### src/rtl/ioctl_sender.sv
// ioctl_sender: initiator side of the ioctl download protocol.
// Fetches bytes from a synchronous source memory (data valid one cycle after
// src_rd) and presents them to a core as ioctl_wr/ioctl_addr/ioctl_dout
// writes, honouring ioctl_wait back-pressure.
// Optional feature macro: IOCTL_SENDER_CKSUM_EN (8-bit running sum of written bytes on cksum).
module ioctl_sender #(
  parameter int unsigned ADDR_W    = 25,
  parameter int unsigned SETUP_CYC = 4,
  parameter int unsigned WR_GAP    = 2
) (
  input  logic              clk_sys,
  input  logic              reset,
  input  logic              start,
  input  logic              abort,
  input  logic [7:0]        index,
  input  logic [ADDR_W-1:0] length,
  output logic              src_rd,
  output logic [ADDR_W-1:0] src_addr,
  input  logic [7:0]        src_data,
  output logic              ioctl_download,
  output logic              ioctl_wr,
  output logic [ADDR_W-1:0] ioctl_addr,
  output logic [7:0]        ioctl_dout,
  output logic [7:0]        ioctl_index,
  input  logic              ioctl_wait,
  output logic              busy,
  output logic              done,
  output logic              aborted,
  output logic [7:0]        cksum
);

  localparam int unsigned CNT_W = 4;
  localparam logic [CNT_W-1:0] SETUP_LAST = CNT_W'(SETUP_CYC - 1);
  localparam logic [CNT_W-1:0] GAP_LAST   = CNT_W'(WR_GAP);

  typedef enum logic [2:0] {
    IDLE  = 3'd0,
    SETUP = 3'd1,
    FETCH = 3'd2,
    LATCH = 3'd3,
    READY = 3'd4,
    GAP   = 3'd5
  } state_t;

  state_t              state_q, state_d;
  logic [CNT_W-1:0]    cnt_q, cnt_d;
  logic [ADDR_W-1:0]   offset_q, offset_d;
  logic [ADDR_W-1:0]   length_q, length_d;
  logic [7:0]          index_q, index_d;
  logic                download_q, download_d;
  logic                busy_q, busy_d;
  logic                wr_q, wr_d;
  logic [ADDR_W-1:0]   addr_q, addr_d;
  logic [7:0]          dout_q, dout_d;
  logic                src_rd_q, src_rd_d;
  logic [ADDR_W-1:0]   src_addr_q, src_addr_d;
  logic                done_q, done_d;
  logic                aborted_q, aborted_d;

  // Start is refused in the completion cycle so a back-to-back request cannot overlap done.
  logic accept_c;
  assign accept_c = (state_q == IDLE) && start && !abort && !done_q;

  // Next-state and registered-output computation.
  always_comb begin
    state_d    = state_q;
    cnt_d      = cnt_q;
    offset_d   = offset_q;
    length_d   = length_q;
    index_d    = index_q;
    addr_d     = addr_q;
    dout_d     = dout_q;
    wr_d       = 1'b0;
    done_d     = 1'b0;
    aborted_d  = 1'b0;

    if (state_q != IDLE && abort) begin
      state_d   = IDLE;
      aborted_d = 1'b1;
    end else begin
      unique case (state_q)
        IDLE: begin
          if (accept_c) begin
            index_d  = index;
            length_d = length;
            offset_d = '0;
            cnt_d    = '0;
            state_d  = SETUP;
          end
        end
        SETUP: begin
          if (cnt_q == SETUP_LAST) begin
            if (length_q == '0) begin
              state_d = IDLE;
              done_d  = 1'b1;
            end else begin
              state_d = FETCH;
            end
          end else begin
            cnt_d = cnt_q + CNT_W'(1);
          end
        end
        FETCH: begin
          state_d = LATCH;
        end
        LATCH: begin
          dout_d  = src_data;
          addr_d  = offset_q;
          state_d = READY;
        end
        READY: begin
          if (!ioctl_wait) begin
            wr_d     = 1'b1;
            offset_d = offset_q + ADDR_W'(1);
            cnt_d    = '0;
            state_d  = GAP;
          end
        end
        GAP: begin
          if (cnt_q == GAP_LAST) begin
            if (offset_q < length_q) begin
              state_d = FETCH;
            end else begin
              state_d = IDLE;
              done_d  = 1'b1;
            end
          end else begin
            cnt_d = cnt_q + CNT_W'(1);
          end
        end
        default: begin
          state_d = IDLE;
        end
      endcase
    end

    // Status outputs follow the state being entered so they line up with it.
    download_d = (state_d != IDLE);
    busy_d     = (state_d != IDLE);
    src_rd_d   = (state_d == FETCH);
    src_addr_d = (state_d == FETCH) ? offset_d : src_addr_q;
  end

  // State and output registers.
  always_ff @(posedge clk_sys or negedge reset) begin
    if (!reset) begin
      state_q    <= IDLE;
      cnt_q      <= '0;
      offset_q   <= '0;
      length_q   <= '0;
      index_q    <= '0;
      download_q <= 1'b0;
      busy_q     <= 1'b0;
      wr_q       <= 1'b0;
      addr_q     <= '0;
      dout_q     <= '0;
      src_rd_q   <= 1'b0;
      src_addr_q <= '0;
      done_q     <= 1'b0;
      aborted_q  <= 1'b0;
    end else begin
      state_q    <= state_d;
      cnt_q      <= cnt_d;
      offset_q   <= offset_d;
      length_q   <= length_d;
      index_q    <= index_d;
      download_q <= download_d;
      busy_q     <= busy_d;
      wr_q       <= wr_d;
      addr_q     <= addr_d;
      dout_q     <= dout_d;
      src_rd_q   <= src_rd_d;
      src_addr_q <= src_addr_d;
      done_q     <= done_d;
      aborted_q  <= aborted_d;
    end
  end

`ifdef IOCTL_SENDER_CKSUM_EN
  logic [7:0] cksum_q, cksum_d;

  // Running sum of bytes written; dout_q is stable when the write is issued.
  always_comb begin
    cksum_d = cksum_q;
    if (accept_c) begin
      cksum_d = '0;
    end else if (wr_d) begin
      cksum_d = cksum_q + dout_q;
    end
  end

  // Checksum register.
  always_ff @(posedge clk_sys or negedge reset) begin
    if (!reset) begin
      cksum_q <= '0;
    end else begin
      cksum_q <= cksum_d;
    end
  end

  assign cksum = cksum_q;
`else
  assign cksum = 8'h00;
`endif

  assign src_rd         = src_rd_q;
  assign src_addr       = src_addr_q;
  assign ioctl_download = download_q;
  assign ioctl_wr       = wr_q;
  assign ioctl_addr     = addr_q;
  assign ioctl_dout     = dout_q;
  assign ioctl_index    = index_q;
  assign busy           = busy_q;
  assign done           = done_q;
  assign aborted        = aborted_q;

endmodule
### config.mk
export PLATFORM = sky130hd
export DESIGN_NAME = ioctl_sender
export DESIGN_NICKNAME = d
export VERILOG_FILES = /design/src/rtl/ioctl_sender.sv
export SDC_FILE = /design/constraint.sdc
export NUM_CORES = 1
export LEC_CHECK = 0
export BUFFER_PORTS_ARGS = -buffer_cell sky130_fd_sc_hd__buf_2
export CAP_MARGIN = 20
export CELL_PAD_IN_SITES_DETAIL_PLACEMENT = 1
export CELL_PAD_IN_SITES_GLOBAL_PLACEMENT = 2
export CORE_MARGIN = 3
export CORE_UTILIZATION = 36
export DETAILED_ROUTE_END_ITERATION = 8
export GPL_ROUTABILITY_DRIVEN = 0
export GPL_TIMING_DRIVEN = 0
export PLACE_DENSITY = 0.77
export SLEW_MARGIN = 30
export SYNTH_ARGS = -nofsm -noshare
export SYNTH_HDL_FRONTEND = slang
export SYNTH_SLANG_ARGS = --single-unit
### constraint.sdc
create_clock -name clk_sys -period 5.4 [get_ports clk_sys]
set_input_delay 0.27 -clock clk_sys [delete_from_list [all_inputs] [get_ports clk_sys]]
set_output_delay 0.27 -clock clk_sys [all_outputs]
set_load 0.005 [all_outputs]
==> results.txt, run 1 <==
The flip-flop and latch count after synthesis is 128. Across the VDD grid, the largest voltage drop is 0.223 mV. The setup slack after layout is 2.16 ns. The highest cell delay on the worst timing path is 0.52 ns. During placement, the flow inserted port buffers numbering 116. The signal arrival time at the worst endpoint came out at 3.54 ns. The clock transition at the registers of the reported paths is 0.06 ns. The number of global-route vias before repair is 4802.

The instance count of the mapped netlist is 518. Among all flip-flop cells after synthesis, the most frequent one is dfrtp_1. The layout filler cell count is 1826. For this configuration, the core starts out at a cell density of 0.376.

The number of levels in the clock H-tree is 4. The x dimension of the die is 136 um. The pin count of the biggest net entering global routing came out at 86. The first-pass GRT wire length is 25500 um.

The number of antenna violations at the first check in global routing was 1. In this run, synthesis inferred 0 flip-flops with an integrated enable. The startpoint identified for the worst hold timing path is index[6]. The number of buffers inserted during clock tree synthesis is 17. The number of buffers on the longest clock path is 2. The highest routing layer actually used is met5. By area the synthesized netlist is led by dfrtp_1 52%, mux2_2 13%, ha_1 5.5%. The portion of synthesized area spent on multiplexers is 0.185. The worst-skew pair later-pin latency is 0.42 ns. The sum of met2 wire segment lengths after detailed routing came out at 7230 um. The routed layout has 4447 vias.

The compound-cell area share of the yosys netlist came to 0.0855. The synthesis-to-finish area growth came out at 24.5%. The wire length on met3 came out at 806 um. OpenSTA, run right after detailed placement, puts the worst setup slack at 2.15 ns. Static timing analysis puts the maximum clock frequency at 309 MHz. The area of the die is 18600 um2. The overall track demand over capacity in global routing came out at 0.179. The worst reg2reg path startpoint is offset_q[11].

The share of the Yosys chip area taken by registers is 0.525. The count of cell types in the netlist is 53. The portion of synthesized cell area occupied by the leading cell type came out at 0.525. STA classifies the critical path startpoint as a flip-flop.

The path class of the tightest hold or removal check is primary input to flip-flop. Leaving out fill and tap cells, the most frequent cell in the layout is dfrtp_1. The clock sink total came out at 128. Of the cells placed in the final design, the portion with a size suffix greater than 1 is 0.378. In the routed layout, each cell is associated on average with a via count of 4.99. The final number of hold-violating endpoints is 0. The core region is 16200 um2. The chip height is 136 um. The type of the setup path with the least slack is flip-flop to flip-flop. In this run the remaining antenna-violating nets after routing total 0. The critical path goes through ha_1 -> a21o_1 -> a221o_1 -> a22oi_2 -> nand3_1 -> o31a_1 -> or4_4 -> buf_6 -> buf_6 -> mux2_4. The cell seen most often among critical-path stages is buf_6. The average instance in the mapped netlist occupies 11.8 um2. The path with the worst hold slack has its endpoint at ioctl_index[6]. In the layout the commonest cells are 128 x dfrtp_1, 115 x buf_2, 68 x mux2_2. The count of final max-slew check failures came to 0. The maximum fanout along the worst path came out at 10. The length in cells of the worst reg-to-reg path came out at 10. After synthesis, the largest family of logic cells by area is multiplexers.

Setup violations remaining at the end of the flow were counted as 0. The number of optimization iterations in the first detailed-route pass came out at 4. Setup repair after global routing left no endpoint under its margin.

The run finished with clean final reports. The fraction of registers with async set or reset after synthesis came out at 1.00. The number of remaining DRC errors came out at 0. The arithmetic-cell share of the synthesized area counting full adders, half adders and majority gates came out at 0.0553. The actual slew at the worst max-slew pin is 0.877 ns. The floorplan has 46 rows.

The number of cells on the worst hold path is 2. The net total in the final layout is 735. The setup clock skew after layout is 0.0126 ns. The cell area after synthesis came out at 6110 um2. The worst setup path is captured at a flip-flop.

Among all stages on the critical path, the largest delay is contributed by or4_4. The setup TNS came out at 0 ns. The post-synthesis share of cell area spent on xor and xnor gates came out at 0.00430. For this block, wires on met1 add up to 7430 um. In this run the power density over the cells is 398 nW/um2. The number of top-level design ports came out at 126.

The leftover overflow at the end of global routing came out at 0. The cell at the root of the clock tree is clkbuf_16. Of the available clock period, the critical path in the final layout requires 0.600. Of the total synthesized cell area, the portion taken by AND, OR, NAND and NOR gates is 0.0975.

The routed wire length came out at 15800 um. The initial detailed-routing violation count is 196. Measured against its own limit, the worst slew margin works out to 0.411. TritonCTS built the clock tree.

After detailed routing, the average wire length per cell comes to 17.7 um. Of all cell types, the one taking the most synthesized area is dfrtp_1. The total leakage power is 0.00390 uW. The worst register-to-register path ends at src_addr[22].

Max-cap violations in this run came to 0. The setup slack on the worst flop-to-flop path came out at 2.16 ns. Counting I/O delays and the setup requirement, the final critical path takes 3.24 ns. Detailed placement ended at an HPWL of 12000 um. During synthesis, Yosys emitted a total of 0 warnings. The endpoint required time on the critical path is 5.70 ns. The number of gates resized after CTS was 0.
[flip-flops by register name, summed over array words and instances (netlist names)]
signal / count
length_q: 25
ioctl_dout: 8
ioctl_addr: 25
done: 1
state_q: 3
src_rd: 1
ioctl_wr: 1
busy: 1
offset_q: 25
ioctl_index: 8
aborted: 1
cnt_q: 4
src_addr: 25
[through the flow]
stage	utilization	hold slack (ns)	area, um2	cells	power [uW]
floorplan	-	-0.0256	6130	525	1710
global placement	0.430	0.474	6980	857	1930
detailed placement	0.433	0.181	7020	858	1990
CTS	0.467	0.0569	7590	891	3070
global route	0.468	0.0656	7600	891	3230
finish	0.468	0.0783	7600	892	3030
[power breakdown]
group	leakage [uW]	switching (uW)	internal, uW	total, uW
combinational	0.00194	339	343	683
sequential	0.00170	137	1150	1280
clock	0.000259	442	616	1060
total	0.00390	919	2110	3030
[synthesized netlist by cell type (all sizes together) (2+ instances only)]
cell / instances
a21o: 2
dfrtp: 128
nand2: 24
nand4: 9
nand2b: 4
a22oi: 2
nor4: 7
a21oi: 19
or3: 4
nor2: 26
a41oi: 2
and2: 5
nor2b: 3
o21a: 2
o211ai: 2
nor3: 5
buf: 15
a2111oi: 2
inv: 33
o31ai: 4
a31oi: 2
xor2: 3
ha: 27
clkbuf: 14
o21ai: 36
and3: 5
nand3: 21
mux2: 93
a22o: 2
o21bai: 2
[critical path: cells and delay by family, from the launching register on]
family | cells | cell delay (ns)
compound gates | 4 | 1.01
simple gates | 2 | 0.68
buf+inv | 2 | 0.35
mux | 1 | 0.30
fa+ha+maj | 1 | 0.33
flops | 1 | 0.44
[how the worst max path moves through the flow]
| stage | startpoint | end | depth (start not counted) |
|---|---|---|---|
| 6_report | offset_q[11] | src_addr[22] | 10 |
| 5_1_grt | offset_q[22] | src_addr[17] | 10 |
| 4_1_cts | offset_q[11] | src_addr[16] | 10 |
| 3_5_place_dp | offset_q[11] | src_addr[16] | 10 |
| 3_3_place_gp | offset_q[11] | src_addr[23] | 10 |
| 2_1_floorplan | offset_q[11] | src_addr[10] | 10 |
[cells by family after synthesis]
kind of cell	Yosys count
flops	128
simple gates	118
mux	94
compound gates	85
buf+inv	62
fa+ha+maj	27
xor+xnor	3
other cells	1
[final cells by class]
cell class,instances,area (um2),area share
Inverter,33,124,0.0163
Tap cell,216,270,0.0356
Clock buffer,19,453,0.0596
Sequential cell,128,3200,0.421
Timing Repair Buffer,118,628,0.0826
Multi-Input combinational cell,335,2650,0.349
Buffer,29,165,0.0217
Clock inverter,13,104,0.0137
Antenna cell,1,2.50,0.000329
[metal layers]
metal  track usage  vias to the layer above
met5             0                        -
li1              -                     2134
met4        0.0610                        2
met3        0.0526                       16
met2         0.272                      101
met1         0.245                     2194
[timing repair]
item	4_1_cts	5_1_grt
setup buffers	0	0
hold buffers	1	0
hold endpoints to repair	43	0
No activity file was read; power rests on OpenSTA's default activity.
==> run 2, diff against run 1 <==
--- a/config.mk
+++ b/config.mk
@@ -10,11 +10,11 @@
 export CELL_PAD_IN_SITES_DETAIL_PLACEMENT = 1
 export CELL_PAD_IN_SITES_GLOBAL_PLACEMENT = 2
 export CORE_MARGIN = 3
-export CORE_UTILIZATION = 36
+export CORE_UTILIZATION = 32
 export DETAILED_ROUTE_END_ITERATION = 8
 export GPL_ROUTABILITY_DRIVEN = 0
 export GPL_TIMING_DRIVEN = 0
-export PLACE_DENSITY = 0.77
+export PLACE_DENSITY = 0.72
 export SLEW_MARGIN = 30
 export SYNTH_ARGS = -nofsm -noshare
 export SYNTH_HDL_FRONTEND = slang
==> constraint.sdc (replaced) <==
create_clock -name clk_sys -period 2.6 [get_ports clk_sys]
set_input_delay 0.13 -clock clk_sys [delete_from_list [all_inputs] [get_ports clk_sys]]
set_output_delay 0.13 -clock clk_sys [all_outputs]
set_load 0.005 [all_outputs]
==> run 2 against run 1 <==
  * The run now ends with negative setup slack left
  * Clock skew increased by 0.0073 ns
  * Global-route usage shrank 0.25 points
  * Highest routed layer is now met4
  * Sequential share of layout area fell by 3.5 points
  * Sequential power rose by 110%
  * Largest power group unchanged
  * Fmax grew 7.7%
  * Worst setup slack worse by 2.6 ns
==> results.txt, run 2 (synthesis gave the netlist of run 1 again) <==
The number of buffers on the longest clock path is 2 (unchanged). The clock sink total is 128 (unchanged). The first-pass GRT wire length is 28200 um (+11%).

Setup repair after global routing could not meet its margin everywhere. The maximum VDD drop came out at 0.511 mV (+130%). The worst setup path is launched from a flip-flop.

The detailed-route via count came out at 4712 (+6.0%). The initial detailed-routing violation count came out at 186 (-5.1%). The maximum fanout along the worst path came out at 10 (unchanged).

The worst slew slack as a fraction of its limit came out at 0.585 (+0.174). The setup slack after layout is -0.407 ns (-2.57 ns). The number of top-level design ports came out at 126 (unchanged). The routed wire length came out at 17600 um (+11%). The detailed placement HPWL came to 12400 um (+3.8%). The count of final max-slew check failures is 0 (unchanged). The share of post-route cells with drive strength above 1 came to 0.404 (+0.0261). The final number of hold-violating endpoints is 0 (unchanged).

The chip height is 144 um (+5.8%). The initial core utilization came out at 0.333 (-0.0431). The signal arrival time at the worst endpoint is 3.30 ns (-0.24 ns). The pin count of the biggest net entering global routing came to 74 (-14%). The total power density per cell area came out at 799 nW/um2 (+100%). The synthesis-to-finish area growth came out at 36.0%. The highest attainable clock frequency was 333 MHz (+7.7%). The commonest non-fill, non-tap cell in the layout is dfrtp_1. The clock transition at the registers of the reported paths is 0.06 ns (about the same).

The total leakage power came to 0.00421 uW (+8.0%). The via-per-instance ratio is 4.95 (-0.72%). The setup TNS is -10.17 ns (-10.17 ns). The actual slew at the worst max-slew pin is 0.622 ns (-0.256 ns).

The number of remaining DRC errors was 0 (unchanged). The number of levels in the clock H-tree is 4 (unchanged). The setup clock skew after layout is 0.0198 ns (+0.00727 ns). The worst setup path is captured at a flip-flop.

The critical path is of the flip-flop to flip-flop type. The count of final setup violators is 27 (+27). The count of antenna-violating nets left after detailed routing came out at 0 (unchanged). The number of optimization iterations in the first detailed-route pass is 4 (unchanged). The worst slack at placement is -0.552 ns (-2.70 ns). In this run the worst hold path is classified as primary input to flip-flop.

TritonCTS built the clock tree. The area of the die was 20800 um2 (+12%). The x dimension of the die is 144 um (+5.8%). The cell at the root of the clock tree is clkbuf_16.

The minimum period implied by the final worst setup slack was 3.01 ns (-0.231 ns). The layout filler cell count is 1952 (+6.9%). The leftover overflow at the end of global routing is 0 (unchanged). In the layout the commonest cells are 124 x dfrtp_1, 115 x buf_2, 68 x mux2_2.

The number of buffers inserted during clock tree synthesis came out at 17 (unchanged). The overall track demand over capacity in global routing came out at 0.177 (-0.00251). The final reports fail on negative setup slack. The cell row count came out at 49 (+6.5%). The area of the core region is 18300 um2 (+13%). The register cell area after layout is 3210 um2 (+0.16%).

The ratio of final minimum period to clock period is 1.16 (+0.557). The number of antenna violations at the first check in global routing is 0 (-1). The count of antenna diodes in the layout is 0 (-1). The total of max-cap violations came out at 0 (unchanged). The run finished, with violations left. The worst-skew pair later-pin latency is 0.43 ns (about the same). The number of global-route vias before repair was 5102 (+6.2%). The worst hold slack after final layout was 0.0395 ns (-0.0388 ns). The endpoint required time on the critical path is 2.89 ns (-2.81 ns). The footprint of the multi-input gates was 2770 um2 (+4.6%). The routed length per instance is 18.4 um (+4.4%). The count of input and output buffers came out at 116 (unchanged).

The net total in the final layout came out at 786 (+6.9%).
-- run 2: final timing paths --
kind | endpoint | start | slack, ns | cells after the start
max | src_addr[17] | offset_q[12] | -0.41 | 10
min | ioctl_wr | ioctl_wait | 0.04 | 2
min in group asynchronous | offset_q[12] | reset | 0.23 | 2
max in group asynchronous | ioctl_addr[2] | reset | 1.67 | 3
max reg2reg | src_addr[17] | offset_q[12] | -0.41 | 10
min reg2reg | ioctl_addr[16] | ioctl_addr[16] | 0.50 | 1
-- run 2: worst max-delay path, stage by stage (launching register included) --
cell	delay [ns]
dfrtp_1	0.39
ha_1	0.31
and3_4	0.19
a221o_1	0.33
a22oi_2	0.14
nand3_2	0.13
o31a_1	0.34
or4_4	0.44
buf_12	0.16
buf_12	0.15
mux2_4	0.30
-- run 2: repair_timing --
item,in CTS,in global routing
setup endpoints to repair,63,108
hold buffers,42,0
gates resized for setup,20,28
pin swaps,6,5
setup buffers,9,3
hold endpoints to repair,96,0
-- run 2: per-layer routing --
metal	track usage	wire (um)
met5	0	0
met4	0.0555	199
met3	0.0380	629
met2	0.287	8560
met1	0.237	8170
-- run 2: per-stage QoR --
stage | cells | area (um2) | total power (uW) | utilization
floorplan | 525 | 6140 | 3550 | -
global placement | 870 | 7010 | 4020 | 0.382
detailed placement | 871 | 7050 | 4140 | 0.385
CTS | 951 | 8230 | 6680 | 0.449
global route | 952 | 8310 | 7080 | 0.453
finish | 952 | 8310 | 6640 | 0.453
-- run 2: where the power goes --
part           internal, uW  switching, uW  total (uW)
combinational           845            782        1630
sequential             2380            284        2670
clock                  1490            848        2340
total                  4720           1910        6640
-- run 2: area by class of cell --
type	instances	share of cell area
multi-input combinational	335	0.334
tap	229	0.0345
clock buffer	24	0.0592
buffer	27	0.0230
clock inverter	5	0.00964
timing repair buffer	171	0.139
inverter	33	0.0149
sequential	128	0.386
==> run 3, diff against run 2 <==
==> config.mk (replaced) <==
export PLATFORM = sky130hd
export DESIGN_NAME = ioctl_sender
export DESIGN_NICKNAME = d
export VERILOG_FILES = /design/src/rtl/ioctl_sender.sv
export SDC_FILE = /design/constraint.sdc
export NUM_CORES = 1
export LEC_CHECK = 0
export BUFFER_PORTS_ARGS = -buffer_cell sky130_fd_sc_hd__buf_4
export CAP_MARGIN = 20
export CORE_MARGIN = 3
export CORE_UTILIZATION = 36
export DETAILED_ROUTE_END_ITERATION = 8
export GPL_ROUTABILITY_DRIVEN = 0
export GPL_TIMING_DRIVEN = 0
export PLACE_DENSITY = 0.55
export SLEW_MARGIN = 30
export SYNTH_ARGS = -nofsm -noshare
export SYNTH_HDL_FRONTEND = slang
export SYNTH_SLANG_ARGS = --single-unit
==> run 3 against run 2 <==
  * The flow still finishes with violations (negative setup slack)
  * Sequential power hardly changed
  * Total power rose by 0.67%
  * Design area is 2.3% higher
  * Die area is 11% lower
  * Sequential cell count is the same
  * Non-clock buffer count decreased by 3
  * Fmax shrank 0.15%
  * Utilization increased by 7.0 points
  * Via count decreased by 1.8%
  * Worst setup slack got worse by 0.0045 ns
  * Sequential share of layout area down 0.88 points
  * Combinational power is essentially flat
==> results.txt, run 3 (synthesis gave the netlist of run 1 again) <==
The highest attainable clock frequency is 332 MHz (-0.15%). The number of levels in the clock H-tree is 4 (unchanged). The library cell used most frequently in the layout, excluding fill and tap cells, is buf_4.

The flow ran to the end, but the final reports show violations. The final number of hold-violating endpoints is 0 (unchanged). The routed wire length is 15400 um (-12%). The cell row count came out at 46 (-6.1%). The buffers plus inverters on the worst setup path came to 2 (unchanged).

The worst slew slack as a fraction of its limit came out at 0.483 (-0.102). The chip height is 136 um (-5.5%). The worst setup path is captured at a flip-flop. The area of the die is 18600 um2 (-11%). The clock sink total came out at 128 (unchanged). The count of antenna diodes in the layout is 0 (unchanged). The count of input and output buffers is 116 (unchanged). The critical path starts at offset_q[23]. The number of buffers inserted during clock tree synthesis came out at 17 (unchanged). The count of final max-slew check failures came to 0 (unchanged). The count of antenna-violating nets left after detailed routing is 0 (unchanged). The internal power of the cells was 4860 uW (+2.9%). The total leakage power is 0.00423 uW (+0.40%). The leftover overflow at the end of global routing was 0 (unchanged). The number of antenna violations at the first check in global routing is 0 (unchanged).

The largest individual stage delay along the critical path comes from the cell dfrtp_2. The x dimension of the die came to 136 um (-5.5%). The number of remaining DRC errors came out at 0 (unchanged). The first-pass GRT wire length is 25000 um (-11%). The pin count of the biggest net entering global routing was 72 (-2.7%). The switching share of power is 0.273 (-0.0158). The cell area reported after detailed placement is 7320 um2 (+3.9%). The worst register-to-register path begins at offset_q[23]. The number of optimization iterations in the first detailed-route pass came to 4 (unchanged).

The actual slew at the worst max-slew pin is 0.769 ns (+0.148 ns). The number of top-level design ports is 126 (unchanged). The clock transition at the registers of the reported paths is 0.05 ns (about the same). The overall track demand over capacity in global routing is 0.173 (-0.00332). The critical path is of the flip-flop to flip-flop type. The number of global-route vias before repair is 4751 (-6.9%). The net total in the final layout came to 783 (-0.38%). After global routing, the most crowded layer is met2. The initial core utilization was 0.376 (+0.0431). In the layout the commonest cells are 130 x buf_4, 126 x dfrtp_1, 69 x mux2_2. The most numerous cell type found on the critical path is buf_12.

The maximum VDD drop came out at 0.424 mV (-17%). The signal arrival time at the worst endpoint came out at 3.30 ns (about the same). The post-layout total power is 6680 uW (+0.67%). The highest cell delay on the worst timing path came out at 0.45 ns (about the same). The count of final setup violators is 26 (-3.7%).

The maximum fanout along the worst path is 10 (unchanged). The setup slack after layout came to -0.411 ns (-0.00451 ns). The share of post-route cells with drive strength above 1 is 0.380 (-0.0244). The register share of total power is 0.400 (-0.002). The setup clock skew after layout is 0.00619 ns (-0.0137 ns).

The number of buffers on the longest clock path is 2 (unchanged). The via-per-instance ratio is 4.93 (-0.30%). In this run the worst hold path is classified as primary input to async pin.

The cell at the root of the clock tree is clkbuf_16. The met2 layer usage reported by global route came out at 0.272 (-0.0144). The ratio of final minimum period to clock period is 1.16 (+0.00174). The final reports fail on negative setup slack. The cell family with the largest share of critical-path delay is simple AND/OR/NAND/NOR gates. The layout filler cell count came out at 1440 (-26%). The setup TNS came out at -9.80 ns (+0.367 ns).

The area of the core region came out at 16200 um2 (-11%). The detailed-route via count came out at 4629 (-1.8%). The routed length per instance came out at 16.5 um (-11%). The worst hold slack after final layout came out at 0.215 ns (+0.176 ns). The end-of-flow core utilization came out at 0.523 (+0.0702).

The worst-skew pair later-pin latency is 0.41 ns (-0.02 ns). The total of max-cap violations is 0 (unchanged). Setup repair after global routing could not meet its margin everywhere.

The total power density per cell area is 787 nW/um2 (-1.6%). The met3 demand-to-capacity share in global routing came to 0.0418 (+0.00379). TritonCTS built the clock tree.

The post-route cell area was 8490 um2 (+2.3%). The minimum period implied by the final worst setup slack is 3.01 ns (+0.00451 ns). Traced cell by cell, the critical path runs through ha_1 -> nand4_1 -> nor2_1 -> a311oi_2 -> nand3_2 -> o31a_1 -> or4_4 -> buf_12 -> buf_12 -> mux2_4. The detailed placement HPWL was 11100 um (-11%).

The net switching power of the design came out at 1820 uW (-4.8%). The initial detailed-routing violation count was 260 (+40%). The setup slack on the worst flop-to-flop path came out at -0.41 ns (about the same). The synthesis-to-finish area growth is 39.1%.

The endpoint required time on the critical path is 2.89 ns (about the same). The met1 layer usage reported by global route is 0.232 (-0.00514). The clock network fraction of design power came to 0.356 (+0.003). STA classifies the critical path startpoint as a flip-flop. The portion of total power attributed to combinational logic is 0.244 (about the same).
==> run 3: worst reg2reg max path: stages, from the launching register on <==
cell and delay (ns):
dfrtp_2 0.45, ha_1 0.32, nand4_1 0.21, nor2_1 0.11
a311oi_2 0.28, nand3_2 0.15, o31a_1 0.33, or4_4 0.44
buf_12 0.17, buf_12 0.15, mux2_4 0.30
==> run 3: routing by layer <==
layer / vias up / part of all wire / wire length [um]
li1: 2220 / - / -
met1: 2266 / 0.45 / 6910
met2: 118 / 0.48 / 7410
met3: 25 / 0.050 / 769
met4: 0 / 0.022 / 337
met5: - / 0 / 0
==> run 3: final timing paths <==
kind                                   to  cells past startpoint
max in group asynchronous    offset_q[23]                      3
min reg2reg                ioctl_index[7]                      1
max                          src_addr[16]                     10
min in group clk_sys              aborted                      3
max reg2reg                  src_addr[16]                     10
min                           length_q[4]                      2
==> run 3: power groups by stage <==
stage / sequential, uW / clock (uW) / combinational, uW
floorplan: 2630 / 0 / 920
global placement: 2690 / 0 / 1450
detailed placement: 2700 / 0 / 1520
CTS: 2670 / 2440 / 1630
global route: 2730 / 2540 / 1820
finish: 2670 / 2380 / 1630
==> run 3: repair_timing <==
action / 4_1_cts / 5_1_grt
resized for setup: 14 / 12
hold buffers: 43 / 0
setup buffers: 5 / 2
pin swaps: 4 / 1
endpoints found under the setup margin: 63 / 71
hold endpoints to repair: 99 / 0
==> run 3: cell type report <==
cell class	count	area, um2	share of cell area
Clock inverter	6	105	0.0124
Tap cell	216	270	0.0318
Sequential cell	128	3210	0.377
Clock buffer	25	485	0.0572
Buffer	28	191	0.0225
Inverter	33	124	0.0146
Timing Repair Buffer	167	1400	0.165
Multi-Input combinational cell	335	2710	0.319
==> run 3: metrics by stage <==
step	worst slack (ns)	std cells
2_1_floorplan	-0.161	525
3_3_place_gp	-0.496	857
3_5_place_dp	-0.487	858
4_1_cts	-0.413	937
5_1_grt	-0.517	938
6_report	-0.411	938
